<file path="config.mk">
export PLATFORM = sky130hd
export DESIGN_NAME = apb_requester
export DESIGN_NICKNAME = d
export VERILOG_FILES = /design/src/rtl/apb_requester.sv
export SDC_FILE = /design/constraint.sdc
export NUM_CORES = 1
export LEC_CHECK = 0
export BUFFER_PORTS_ARGS = -buffer_cell sky130_fd_sc_hd__buf_4
export CAP_MARGIN = 30
export CORE_MARGIN = 5
export CORE_UTILIZATION = 35
export CTS_CLUSTER_DIAMETER = 60
export CTS_CLUSTER_SIZE = 40
export DETAILED_ROUTE_END_ITERATION = 12
export GPL_ROUTABILITY_DRIVEN = 0
export SYNTH_ARGS = -nofsm -noshare
export SYNTH_HDL_FRONTEND = slang
export SYNTH_SLANG_ARGS = --single-unit
</file>
<file path="constraint.sdc">
create_clock -name pclk -period 2.22 [get_ports pclk]
set_clock_uncertainty 0.1 [all_clocks]
set_input_delay 0.444 -clock pclk [delete_from_list [all_inputs] [get_ports pclk]]
set_output_delay 0.444 -clock pclk [all_outputs]
set_load 0.05 [all_outputs]
</file>
<file path="src/rtl/apb_requester.sv">
// APB4 requester: turns valid/ready commands into single APB transfers
// (SETUP then ACCESS) and returns status/read data on a valid/ready response.
// Performs a local alignment check and aborts transfers that wait too long.
module apb_requester #(
    parameter  int ADDR_WIDTH     = 32,
    parameter  int DATA_WIDTH     = 32,
    parameter  int TIMEOUT_CYCLES = 16,
    localparam int STRB_WIDTH     = DATA_WIDTH / 8
) (
    input  logic                  pclk,
    input  logic                  presetn,
    // command channel
    input  logic                  cmd_valid,
    output logic                  cmd_ready,
    input  logic                  cmd_write,
    input  logic [ADDR_WIDTH-1:0] cmd_addr,
    input  logic [DATA_WIDTH-1:0] cmd_wdata,
    input  logic [STRB_WIDTH-1:0] cmd_strb,
    input  logic [2:0]            cmd_prot,
    // response channel
    output logic                  rsp_valid,
    input  logic                  rsp_ready,
    output logic [DATA_WIDTH-1:0] rsp_rdata,
    output logic                  rsp_err,
    output logic                  rsp_timeout,
    // APB
    output logic                  psel,
    output logic                  penable,
    output logic                  pwrite,
    output logic [ADDR_WIDTH-1:0] paddr,
    output logic [DATA_WIDTH-1:0] pwdata,
    output logic [STRB_WIDTH-1:0] pstrb,
    output logic [2:0]            pprot,
    input  logic                  pready,
    input  logic                  pslverr,
    input  logic [DATA_WIDTH-1:0] prdata
);

    // Counter only needs to reach TIMEOUT_CYCLES-1; keep at least one bit.
    localparam int CNT_W = (TIMEOUT_CYCLES > 1) ? $clog2(TIMEOUT_CYCLES) : 1;
    localparam logic [CNT_W-1:0] CNT_LAST =
        (TIMEOUT_CYCLES == 0) ? '0 : CNT_W'(TIMEOUT_CYCLES - 1);
    localparam bit TIMEOUT_EN = (TIMEOUT_CYCLES != 0);
    // Low address bits that must be zero for a full-word access.
    localparam logic [ADDR_WIDTH-1:0] ALIGN_MASK = ADDR_WIDTH'(STRB_WIDTH - 1);

    typedef enum logic [1:0] {IDLE, SETUP, ACCESS, RESP} state_t;

    state_t           state;
    logic [CNT_W-1:0] wait_cnt;
    logic             misaligned;

    assign misaligned = |(cmd_addr & ALIGN_MASK);

    // Transfer sequencer; every output is a register updated on state transitions.
    always_ff @(posedge pclk or negedge presetn) begin
        if (!presetn) begin
            state       <= IDLE;
            wait_cnt    <= '0;
            cmd_ready   <= 1'b0;
            rsp_valid   <= 1'b0;
            rsp_rdata   <= '0;
            rsp_err     <= 1'b0;
            rsp_timeout <= 1'b0;
            psel        <= 1'b0;
            penable     <= 1'b0;
            pwrite      <= 1'b0;
            paddr       <= '0;
            pwdata      <= '0;
            pstrb       <= '0;
            pprot       <= '0;
        end else begin
            case (state)
                IDLE: begin
                    if (cmd_valid && cmd_ready) begin
                        cmd_ready <= 1'b0;
                        paddr     <= cmd_addr;
                        pwrite    <= cmd_write;
                        pwdata    <= cmd_wdata;
                        pstrb     <= cmd_write ? cmd_strb : '0;
                        pprot     <= cmd_prot;
                        if (misaligned) begin
                            // Rejected locally: no APB cycle is issued.
                            rsp_valid   <= 1'b1;
                            rsp_err     <= 1'b1;
                            rsp_timeout <= 1'b0;
                            rsp_rdata   <= '0;
                            state       <= RESP;
                        end else begin
                            psel  <= 1'b1;
                            state <= SETUP;
                        end
                    end else begin
                        // Also raises ready on the first cycle out of reset.
                        cmd_ready <= 1'b1;
                    end
                end
                SETUP: begin
                    penable  <= 1'b1;
                    wait_cnt <= '0;
                    state    <= ACCESS;
                end
                ACCESS: begin
                    if (pready) begin
                        psel        <= 1'b0;
                        penable     <= 1'b0;
                        rsp_valid   <= 1'b1;
                        rsp_err     <= pslverr;
                        rsp_timeout <= 1'b0;
                        rsp_rdata   <= (!pwrite && !pslverr) ? prdata : '0;
                        state       <= RESP;
                    end else if (TIMEOUT_EN && wait_cnt == CNT_LAST) begin
                        psel        <= 1'b0;
                        penable     <= 1'b0;
                        rsp_valid   <= 1'b1;
                        rsp_err     <= 1'b1;
                        rsp_timeout <= 1'b1;
                        rsp_rdata   <= '0;
                        state       <= RESP;
                    end else begin
                        wait_cnt <= wait_cnt + 1'b1;
                    end
                end
                RESP: begin
                    if (rsp_ready) begin
                        rsp_valid <= 1'b0;
                        cmd_ready <= 1'b1;
                        state     <= IDLE;
                    end
                end
                default: state <= IDLE;
            endcase
        end
    end

endmodule

</file>
# Word-level counts from Yosys, hierarchy flattened
# Index checks and enable logic that the tools add are counted.
# Widths: inputs -> output; s select.
[word_totals]
output_inout_bits = 110
word_cells = 81
in_bits = 110
reg_bits = 116
[classes]
n_reduce_logical = 18
muxes = 37
n_eq_ne = 11
add_sub_neg = 1
[ops]
columns = ["op", "count"]
rows = [
  ["$mux 32", 5],
  ["$pmux 32 s2", 1],
  ["$mux 1", 15],
  ["$mux 4", 3],
  ["$ne 2x2->1 const B", 6],
  ["$mux 2", 5],
  ["$pmux 1 s2", 5],
  ["$pmux 2 s4", 1],
  ["$pmux 4 s2", 1],
  ["$reduce_and 4->1", 2],
  ["$reduce_and 2->1", 3],
  ["$reduce_and 3->1", 2],
  ["$reduce_bool 2->1", 3],
  ["$reduce_and 5->1", 1],
  ["$add 4x1->4 const B", 1],
  ["$eq 2x2->1 const B", 2],
  ["$eq 4x4->1 const B", 1],
  ["$ne 3x3->1 const B", 1],
  ["$pmux 1 s3", 1],
  ["$reduce_bool 3->1", 1],
  ["$eq 2x1->1 const B", 1],
  ["$logic_and 1x1->1", 2],
  ["$logic_not 1->1", 2],
  ["$logic_not 2->1", 1],
  ["$reduce_or 2->1", 1],
]

# Depth between registers and ports, before layout
[depth]
depth_word = 5
mapped_depth = 9
ltp_nobuf = 6

# Worst setup path after synthesis
# Ideal clock, no wire load.
[synth_timing]
path_type = "reg-to-reg"
start = "register state[0]"
end = "register wait_cnt[1]"
setup_time_ns = 0.121
t_arrival_ns = 1.666
period_less_slack_ns = 1.887
path_buffers = 0
path_stages_with_launch = 7
setup_slack_ns = 0.333
t_required_ns = 1.999
path_cell_list = "dfrtp_1 > inv_1 > ha_1 > inv_1 > or3_4 > mux2_1 > a22o_1"
[synth_via]
elab_chain_cells = 3
elab_cells_between_ends = 7
classes_between = "4 x eq/ne; 1 x mux; 2 x reduce/logical"
[synth_lines]
columns = ["item", "line_no", "rtl"]
rows = [
  ["start: declaration", "49", "state_t state;"],
  ["start signal: assignment", "58", "state <= IDLE;"],
  ["start signal: assignment", "88", "state <= RESP;"],
  ["start signal: assignment", "91", "state <= SETUP;"],
  ["$eq 2x2->1 / $eq 2x1->1 (equally long branches)", "73", "case (state)"],
  ["$ne 2x2->1 (no source line) / $reduce_bool 2->1 (equally long branches)", "-", ""],
  ["$reduce_and 3->1 (no source line)", "-", ""],
  ["end signal: assignment", "121", "wait_cnt <= wait_cnt + 1'b1;"],
  ["end: declaration", "50", "logic [CNT_W-1:0] wait_cnt;"],
]
# Parallel ways exist; a longest one is shown, timed or not.
# A chain may end at the register's enable or synchronous reset.

# Worst setup path in the final report
# Ends and elaborated chain as after synthesis.

==> flow_summary.yaml <==
die:
  rows: 42
  die_x_um: 125
  core_area_sq_um: 13100
  dieHeight_um: 125
  start_util_pct: 35.4
  dieArea_sq_um: 15600
  ios: 220
critical_path:
  critPathArrivalTime_ns: 2.23
  crit_path_max_fanout: 6
  crit_path_frequent_cell: "inv_1"
  crit_path_top_delay_cell: "or3_4"
  worstPathRequired_ns: 2.41
  crit_path_cell_trace: "inv_1 > ha_2 > inv_1 > or3_4 > mux2_1 > a22o_1"
  critPathLaunchType: "flip-flop"
  cpPeakStageDelay_ns: 0.41
  worstSetupPathType: "reg2reg"
  end_kind: "flip-flop"
sta:
  rsz0062_at_grt: "false"
  drv_slew: 0
  fin_crit_sh_pct: 91.8
  clock.fmax_ghz: 0.491
  min_period_ns: 2.04
  setup_tns_ns: 0
  worstMarginPinSlew_ns: 0.434
  hold_viol_final: 0
  finalSetupViolCount: 0
  slew_headroom_pct: 71.1
cts:
  root_buffer: "clkbuf_16"
  clkTransAtPathRegs_ns: 0.05
  cts_buffers: 17
  htree_levels: 4
  cts_tree: "yes"
  insertion_delay_ns: 0.41
  clockBufferDepth: 2
  post-cts-setup-buffer-count: 0
  clock-sinks: 116
synth:
  yosys.area.top_type: "dfrtp_1"
  synth.top_cell.area_share_pct: 62.7
  avgSynthCellArea_sq_um: 12.5
  seq_area_frac_synth_pct: 62.7
  ys_types: 34
  syn_nets: 486
  synth_cells: 370
  yosys_warnings: 0
  synthTopCellsByArea: "dfrtp_1 63%, mux2_2 17%, nand2_1 6.0%"
  synth_area_sq_um: 4630
  synth-seq-cells: 116
min_path:
  min_path_type: "in2reg"
drt:
  dr.pass1.iters: 4
  ant_nets: 0
  drtIter0Drc: 135
  via_count: 3576
  avgRoutedWirePerCell_um: 15.8
  drc: 0
  vias_per_cell: 4.55
  route.final.wire_length_mm: 12.5
final_layout:
  layout_commonest_cell: "buf_4"
  diodes: 0
  stdcell_count: 786
  drive_gt1_share_pct: 54.8
  fin_area_sq_um: 7190
  area_delta_synth_final_pct: 55.3
  final_nets: 713
  final_cell_mix: "222 x buf_4, 116 x dfrtp_1, 74 x nand2_1"
placed_design:
  place_hpwl_mm: 9.38
  place_inst: 753
  placed_cell_area_sq_um: 6540
  portBuffers: 219
global_routing:
  grt_usage_pct: 16.4
  grt_first_pass_wirelength_mm: 20.3
  grt_pass1_vias: 3889
  overflow: 0
  antenna_found_initial: 0
  grt_max_degree: 69
power_and_ir_drop:
  ir_drop_mv: 0.839
  leakage_nw: 3.51
  power.density_nw_per_um2: 1810
run_status:
  status: "finished clean"
run:
  maxCapViolations: 0
==> area by class of cell <==
type,instances,area [sq um]
fill,1198,5890
sequential,116,2900
timing repair buffer,228,1780
multi-input combinational,228,1630
clock buffer,23,488
tap,176,220
clock inverter,9,149
inverter,6,22.5
==> worst max-delay path, delay by kind of cell (launching register included) <==
family / cells / cell delay, ns
AND/OR/NAND/NOR: 1 / 0.41
buffers and inverters: 2 / 0.19
multiplexers: 1 / 0.32
AO/OA/AOI/OAI: 1 / 0.18
adder cells (fa/ha/maj): 1 / 0.34
flip-flops: 1 / 0.38
==> kinds of logic after synthesis <==
family,synth area share [%]
buffers and inverters,2.70
and+or+nand+nor,8.37
adders and majority gates,1.62
DFF,62.7
muxes,17.2
xor gates and xnor gates,0.378
AOI/OAI and AO/OA,7.02
==> per-stage QoR <==
step	total power [mW]	hold WS, ns	util [%]	setup slack, ns
after global routing	13.7	0.139	55.0	0.0612
final	13.0	0.164	55.0	0.183
after detailed placement	10.2	0.313	50.0	0.178
after CTS	13.2	0.139	54.9	0.162
after floorplan	8.06	0.0484	-	0.333
after global placement	10.1	0.314	50.0	0.237
==> registers in the layout (all words and copies together) (netlist names) <==
register,cells
cmd_ready,1
paddr,32
penable,1
pprot,3
psel,1
pstrb,4
pwdata,32
pwrite,1
rsp_err,1
rsp_rdata,32
rsp_timeout,1
rsp_valid,1
state,2
wait_cnt,4
==> power by group <==
part	total [mW]	internal [mW]	leakage [nW]	switching, mW
combinational	6.61	2.18	1.74	4.43
sequential	3.50	3.01	1.46	0.489
clock	2.90	1.99	0.317	0.911
total	13.0	7.18	3.51	5.83
==> cells in the mapped netlist <==
master and n:
or4b_1 1, o2111ai_2 1, buf_6 1, dfrtp_1 116, nor2b_1 2, o21ai_1 11, buf_1 4, mux2_2 69
nand3_1 2, a21oi_1 3, a22o_1 3, xnor2_1 2, a21o_1 1, o2111ai_1 1, o22ai_1 1, inv_1 6
ha_1 6, nand2_1 74, clkbuf_1 5, and3b_1 1, or2_2 1, a31oi_1 1, a21bo_2 1, or3b_1 1
o21ai_0 35, nand2b_1 1, nor2_1 5, and3_4 1, or3_4 1, mux2_1 1, buf_2 7, mux2i_1 1
buf_4 3, or3_1 1
==> worst paths after layout <==
path,from,endpoint,slack (ns),depth (start not counted)
max,state[0]$_DFFE_PN0P_,wait_cnt[1]$_DFFE_PN0P_,0.18,6
min in group asynchronous,presetn,paddr[23]$_DFFE_PN0P_,0.43,2
min reg2reg,rsp_rdata[0]$_DFFE_PN0P_,rsp_rdata[0]$_DFFE_PN0P_,0.38,2
min,cmd_addr[27],paddr[27]$_DFFE_PN0P_,0.16,2
max reg2reg,state[0]$_DFFE_PN0P_,wait_cnt[1]$_DFFE_PN0P_,0.18,6
max in group asynchronous,presetn,paddr[6]$_DFFE_PN0P_,1.00,3
==> routing by layer <==
layer	up-vias	GRT usage, %	wire length (um)
met4	0	7.72	314
met2	119	28.1	6580
met3	23	5.71	770
met1	1725	18.4	4790
met5	-	0	0
li1	1709	-	-
==> what timing repair did <==
action,in CTS,in global routing
setup endpoints to repair,0,2
gates resized for setup,0,1
hold endpoints to repair,29,0
hold buffers,1,0
Note: power is estimated with default switching activity, not from simulation.
